==> src/rtl/verify_loader.sv <==
// Verify-transaction loader: splits the host word stream into tagged signature
// fields for the verify core, then returns the core's accept/reject verdict.
module verify_loader #(
   parameter int W = 64
) (
   input  logic         clk,
   input  logic         rst_n,
   input  logic         start,
   input  logic [2:0]   sec_lvl,
   input  logic         valid_i,
   output logic         ready_i,
   input  logic [W-1:0] data_i,
   output logic         fo_valid,
   input  logic         fo_ready,
   output logic [W-1:0] fo_data,
   output logic [2:0]   fo_field,
   output logic [15:0]  fo_idx,
   output logic         fo_last,
   input  logic         res_valid_i,
   input  logic         res_reject_i,
   output logic         res_ready_o,
   output logic         valid_o,
   input  logic         ready_o,
   output logic [W-1:0] data_o,
   output logic         busy,
   output logic         err
);

   localparam int BPW = W / 8;
   localparam logic [15:0] N_RHO = 16'((256 + W - 1) / W);
   localparam logic [15:0] N_C   = 16'((256 + W - 1) / W);
   localparam logic [15:0] N_Z2  = 16'((18432 + W - 1) / W);
   localparam logic [15:0] N_Z3  = 16'((25600 + W - 1) / W);
   localparam logic [15:0] N_Z5  = 16'((35840 + W - 1) / W);
   localparam logic [15:0] N_T2  = 16'((10240 + W - 1) / W);
   localparam logic [15:0] N_T3  = 16'((15360 + W - 1) / W);
   localparam logic [15:0] N_T5  = 16'((20480 + W - 1) / W);
   localparam logic [15:0] N_H2  = 16'((704 + W - 1) / W);
   localparam logic [15:0] N_H3  = 16'((512 + W - 1) / W);
   localparam logic [15:0] N_H5  = 16'((704 + W - 1) / W);

   typedef enum logic [3:0] {
      IDLE, RHO, C, Z, T1, MLEN, MSG, H, WAIT_RES, OUT_RES
   } state_t;

   state_t      state;
   logic [2:0]  lvl;
   logic [15:0] cnt;
   logic [15:0] mlen;
   logic        reject;
   logic [15:0] n_words;
   logic [15:0] msg_words;
   logic        load;
   logic        fo_free;
   logic        acc;
   logic        last_word;

   function automatic logic legal_lvl(input logic [2:0] l);
      return (l == 3'b010) || (l == 3'b011) || (l == 3'b101);
   endfunction

   function automatic logic [2:0] field_tag(input state_t s);
      case (s)
         C:       return 3'd1;
         Z:       return 3'd2;
         T1:      return 3'd3;
         MLEN:    return 3'd4;
         MSG:     return 3'd5;
         H:       return 3'd6;
         default: return 3'd0;
      endcase
   endfunction

   function automatic state_t next_field(input state_t s, input logic zero_len);
      case (s)
         RHO:     return C;
         C:       return Z;
         Z:       return T1;
         T1:      return MLEN;
         MLEN:    return zero_len ? H : MSG;
         MSG:     return H;
         default: return s;
      endcase
   endfunction

   // MSG length in words: ceil(mlen bytes / bytes per word)
   assign msg_words = 16'((int'(mlen) + BPW - 1) / BPW);

   always_comb begin
      n_words = 16'd1;
      case (state)
         RHO:  n_words = N_RHO;
         C:    n_words = N_C;
         Z: begin
            case (lvl)
               3'b011:  n_words = N_Z3;
               3'b101:  n_words = N_Z5;
               default: n_words = N_Z2;
            endcase
         end
         T1: begin
            case (lvl)
               3'b011:  n_words = N_T3;
               3'b101:  n_words = N_T5;
               default: n_words = N_T2;
            endcase
         end
         MSG:  n_words = msg_words;
         H: begin
            case (lvl)
               3'b011:  n_words = N_H3;
               3'b101:  n_words = N_H5;
               default: n_words = N_H2;
            endcase
         end
         default: n_words = 16'd1;
      endcase
   end

   // In H the counter parks at n_words once every word is taken, closing the input
   assign load      = (state inside {RHO, C, Z, T1, MLEN, MSG}) ||
                      ((state == H) && (cnt != n_words));
   assign fo_free   = !fo_valid || fo_ready;
   assign ready_i   = load && fo_free;
   assign acc       = valid_i && ready_i;
   assign last_word = (cnt == n_words - 16'd1);

   assign busy        = (state != IDLE);
   assign res_ready_o = (state == WAIT_RES);
   assign valid_o     = (state == OUT_RES);
   assign data_o      = {{(W-1){1'b0}}, reject};

   always_ff @(posedge clk or negedge rst_n) begin
      if (!rst_n) begin
         state    <= IDLE;
         lvl      <= 3'd0;
         cnt      <= 16'd0;
         mlen     <= 16'd0;
         reject   <= 1'b0;
         err      <= 1'b0;
         fo_valid <= 1'b0;
         fo_data  <= '0;
         fo_field <= 3'd0;
         fo_idx   <= 16'd0;
         fo_last  <= 1'b0;
      end else begin
         if (acc) begin
            fo_valid <= 1'b1;
            fo_data  <= data_i;
            fo_field <= field_tag(state);
            fo_idx   <= cnt;
            fo_last  <= last_word;
         end else if (fo_ready) begin
            fo_valid <= 1'b0;
         end

         case (state)
            IDLE: begin
               if (start) begin
                  if (legal_lvl(sec_lvl)) begin
                     state <= RHO;
                     lvl   <= sec_lvl;
                     err   <= 1'b0;
                     cnt   <= 16'd0;
                  end else begin
                     err <= 1'b1;
                  end
               end
            end
            H: begin
               if (cnt == n_words) begin
                  if (fo_free) begin
                     state <= WAIT_RES;
                     cnt   <= 16'd0;
                  end
               end else if (acc) begin
                  cnt <= cnt + 16'd1;
               end
            end
            WAIT_RES: begin
               if (res_valid_i) begin
                  reject <= res_reject_i;
                  state  <= OUT_RES;
               end
            end
            OUT_RES: begin
               if (ready_o) state <= IDLE;
            end
            default: begin
               if (acc) begin
                  if (state == MLEN) mlen <= data_i[15:0];
                  if (last_word) begin
                     cnt   <= 16'd0;
                     state <= next_field(state, data_i[15:0] == 16'd0);
                  end else begin
                     cnt <= cnt + 16'd1;
                  end
               end
            end
         endcase
      end
   end

endmodule

==> config.mk <==
export PLATFORM = sky130hd
export DESIGN_NAME = verify_loader
export DESIGN_NICKNAME = d
export VERILOG_FILES = /design/src/rtl/verify_loader.sv
export SDC_FILE = /design/constraint.sdc
export NUM_CORES = 1
export LEC_CHECK = 0
export ABC_AREA = 0
export CORE_ASPECT_RATIO = 1.2
export CORE_UTILIZATION = 43
export CTS_CLUSTER_DIAMETER = 30
export CTS_CLUSTER_SIZE = 40
export DETAILED_ROUTE_END_ITERATION = 8
export PLACE_DENSITY = 0.77
export SYNTH_ARGS = -nofsm -noshare
export SYNTH_HDL_FRONTEND = slang
export SYNTH_SLANG_ARGS = --single-unit
==> constraint.sdc <==
create_clock -name clk -period 4.7 [get_ports clk]
set_clock_uncertainty 0.1 [all_clocks]
set_input_delay 0.47 -clock clk [delete_from_list [all_inputs] [get_ports clk]]
set_output_delay 0.47 -clock clk [all_outputs]
set_load 0.05 [all_outputs]
==> results.rst <==
.. list-table::
   :header-rows: 1

   * - Metric
     - Value
   * - Result of the run
     - completed
   * - TritonCTS clock tree
     - done
   * - XOR/XNOR Fraction of Synth Area
     - 0.0551
   * - Starting density of the core
     - 0.445
   * - Crit-path max cell delay
     - 0.59 ns
   * - Cell type with the largest total area after synthesis
     - sky130_fd_sc_hd__dfrtp_1
   * - Area added between synthesis and finish
     - 33.4%
   * - Net count of the finished layout
     - 918
   * - GRT Util Overall
     - 0.218
   * - Normalized max-slew margin
     - 0.453
   * - FF/Latch Area
     - 3160 sq um
   * - Share of synthesized area occupied by flip-flops and latches
     - 0.430
   * - EDFF count, synth
     - 0
   * - Post-CTS clock slew at the launch and capture registers of the worst setup and hold paths
     - 0.06 ns
   * - Transition time at the pin with the least slew margin
     - 0.819 ns
   * - Number of DRC markers in iteration 0
     - 285
   * - Number of endpoints with negative hold slack in the final report
     - 0
   * - Clock period minus final worst setup slack
     - 4.60 ns
   * - Placed wire-length estimate after detailed placement
     - 13700 microns
   * - Critical path cell sequence
     - or4_1 -> and4_1 -> a311oi_2 -> ha_2 -> inv_1 -> nor4b_4 -> nand3b_1 -> buf_4 -> or3b_1 -> a211o_1 -> a22oi_2 -> o2111ai_2 -> or4_4 -> a31oi_4 -> mux2_1
   * - Skew-Pair Late Insertion Delay
     - 0.42 ns
   * - Timing-limited maximum frequency
     - 0.217 GHz
   * - Via count
     - 5743
   * - # rows
     - 51
   * - Leak Pwr
     - 4.13 nW
   * - Number of buffers added by the clock tree synthesis step
     - 17
   * - Antenna Nets Post-Route
     - 0
   * - Cell at the root of the clock tree
     - sky130_fd_sc_hd__clkbuf_16
   * - Wire length after detailed routing
     - 18800 microns
   * - HP Class
     - flip-flop to flip-flop
   * - First-pass GRT wire length
     - 30000 microns
   * - Fraction of final layout cells with drive strength greater than 1
     - 0.237
   * - Hold_ws
     - 0.384 ns
   * - Top cell family by delay on the critical path
     - simple AND/OR/NAND/NOR gates
   * - # IOs
     - 229
   * - Total number of H-tree levels
     - 4
   * - Routed length per instance
     - 17.6 microns
   * - Number of antenna violations at the first check in global routing
     - 0
   * - Simple-gate portion of the synthesized area
     - 0.167
   * - DRC Markers
     - 0
   * - Critical Path Source Type
     - flip-flop
   * - Class of the most critical setup path
     - flip-flop to flip-flop
   * - Global placement routability congestion
     - 0.982
   * - Via count of the first global-routing pass
     - 5695
   * - Critical Path End Type
     - flip-flop
   * - Buf+Inv Stages, Crit Path
     - 2
   * - TritonCTS Sinks
     - 126
   * - Data arrival time of the worst path
     - 4.81 ns
   * - Critical path required time
     - 4.90 ns
   * - Finish-stage setup viols
     - 0
   * - Share of cell area taken by muxes after synthesis
     - 0.162
   * - Die outline area
     - 17600 sq um
   * - Leading cell type in the layout, fill and taps excluded
     - sky130_fd_sc_hd__clkdlybuf4s50_1
   * - Fraction of post-synthesis cell area in the top cell type by area
     - 0.430
   * - Max Cap Violations
     - 0
   * - Max Transition Viols Final
     - 0
   * - Area of the mapped netlist
     - 7330 sq um
   * - Final Util
     - 0.594
   * - Post-DR vias/cell
     - 5.39
   * - Async SR Flop Fraction
     - 1.00
   * - Area of combinational cells with multiple inputs
     - 3790 sq um
   * - Count of TritonRoute iterations in the first routing pass
     - 5
   * - Yosys reg bits
     - 126
   * - Total inserted antenna cells
     - 0
   * - Layout fillers
     - 1329
   * - Number of standard cells after synthesis
     - 663
   * - Number of I/O port buffers
     - 165
   * - Overall Power
     - 7.00 mW
   * - Finished Layout Cells
     - 1065
   * - Prevailing post-synth register cell
     - sky130_fd_sc_hd__dfrtp_1
   * - Synth Area in Compound Gates
     - 0.0876
   * - Worst ir drop on vdd
     - 0.577 mV
   * - Arithmetic-cell share of the synthesized area counting full adders, half adders and majority gates
     - 0.00341
   * - Dominant combinational cell family by area after synthesis
     - simple AND/OR/NAND/NOR gates
   * - Cell count after placement
     - 1028
   * - Dominant cells by area after synthesis
     - sky130_fd_sc_hd__dfrtp_1 43%, sky130_fd_sc_hd__mux2_2 15%, sky130_fd_sc_hd__buf_4 6.9%, sky130_fd_sc_hd__xnor2_1 2.6%, sky130_fd_sc_hd__xor2_1 2.5%
   * - Global-route congestion overflow total
     - 0
   * - Core area
     - 16500 sq um
   * - Deepest clock path buffer count
     - 2
   * - Pin count of the biggest net entering global routing
     - 52
   * - CP Max Fanout
     - 5
   * - Final cycle utilization of the critical path
     - 0.980
   * - Most used cells in the layout excluding fill and tap cells
     - 163 x sky130_fd_sc_hd__clkdlybuf4s50_1, 123 x sky130_fd_sc_hd__dfrtp_1, 99 x sky130_fd_sc_hd__mux2_2
   * - Die outline width
     - 121 microns
   * - Number of distinct library cells after synthesis
     - 84
   * - Library cell contributing the largest single delay on the critical path
     - sky130_fd_sc_hd__or4_4
   * - Yosys warns
     - 0
   * - Synthesized area per cell
     - 11.1 sq um
   * - Die height
     - 145 microns
   * - PD cells
     - 716 nW/um^2
-- cell families (layout without fill, tap and decap cells) --
logic type               Yosys count  count (layout)
XOR/XNOR                          44              44
other                              1              63
AO/OA/AOI/OAI                     80              80
flip-flops                       126             126
adder cells (fa/ha/maj)            2               2
AND/OR/NAND/NOR                  198             198
buffers and inverters            106             234
multiplexers                     106             106
-- registers in the layout, summed over array words and instances, names as in the netlist --
register and cells:
state 4, fo_valid 1, fo_idx 16, reject 1, fo_field 3, lvl 3, fo_data 64, err 1
mlen 16, fo_last 1, cnt 16
-- power breakdown --
part / total, mW / internal [mW] / switching [mW]
combinational: 3.72 / 1.44 / 2.28
clock: 1.43 / 0.898 / 0.528
sequential: 1.86 / 1.50 / 0.357
total: 7.00 / 3.83 / 3.16
-- synthesized netlist by cell type (7+ instances only) --
| cell | n |
|---|---|
| sky130_fd_sc_hd__nand3_1 | 10 |
| sky130_fd_sc_hd__nand3b_1 | 7 |
| sky130_fd_sc_hd__nor3_1 | 11 |
| sky130_fd_sc_hd__xor2_1 | 21 |
| sky130_fd_sc_hd__nand2b_1 | 8 |
| sky130_fd_sc_hd__xnor2_1 | 22 |
| sky130_fd_sc_hd__mux2_2 | 99 |
| sky130_fd_sc_hd__a21oi_1 | 10 |
| sky130_fd_sc_hd__dfrtp_1 | 126 |
| sky130_fd_sc_hd__inv_1 | 11 |
| sky130_fd_sc_hd__nor2_1 | 29 |
| sky130_fd_sc_hd__buf_4 | 67 |
| sky130_fd_sc_hd__or3_1 | 9 |
| sky130_fd_sc_hd__and3_1 | 9 |
| sky130_fd_sc_hd__nand2_1 | 34 |
| sky130_fd_sc_hd__nand4_1 | 12 |
| sky130_fd_sc_hd__nor4_1 | 16 |
| sky130_fd_sc_hd__o21ai_0 | 14 |
| sky130_fd_sc_hd__clkbuf_1 | 17 |
| sky130_fd_sc_hd__nor2_2 | 10 |
-- worst min-delay path: stages, from the launching register on --
cell                      delay (ns)
sky130_fd_sc_hd__dfrtp_1        0.34
sky130_fd_sc_hd__nand2_1        0.05
sky130_fd_sc_hd__o21ai_0        0.06
-- routing by layer --
metal | vias to the layer above | GRT usage | routed length, microns
met1 | 2799 | 0.257 | 7180
met2 | 276 | 0.362 | 9420
met4 | 0 | 0.0852 | 502
met3 | 33 | 0.0731 | 1660
met5 | - | 0 | 0
li1 | 2635 | - | -
-- metrics by stage --
stage	area, sq um	setup WS, ns	TNS (ns)
final	9780	0.0963	0
after global routing	9780	-0.0520	-0.0678
after CTS	9670	0.0265	0
after detailed placement	9020	0.0434	0
after global placement	9020	0.186	0
after floorplan	7560	0.216	0
-- timing repair --
item                                    4_1_cts  5_1_grt
hold buffers                                  1        0
setup buffers                                 0        5
resized for setup                             0       13
endpoints found under the setup margin        0       19
hold endpoints to repair                     43        0
-- path summary, 6_finish.rpt --
check / start / to / slack, ns / depth (start not counted)
worst max register to register: mlen[0] / state[0] / 0.1 / 15
worst max-delay path: mlen[0] / state[0] / 0.1 / 15
max in group asynchronous: rst_n / mlen[0] / 2.98 / 3
worst min register to register: err / err / 0.38 / 2
worst min-delay path: err / err / 0.38 / 2
min in group asynchronous: rst_n / cnt[11] / 0.51 / 2
-- cell type report --
cell class                 instances  area share
multi-input combinational        493       0.388
inverter                          11     0.00422
sequential                       126       0.323
clock buffer                      17      0.0435
tap                              212      0.0271
timing repair buffer             192       0.193
clock inverter                    14      0.0212
Power figures use the tool's default switching activity.
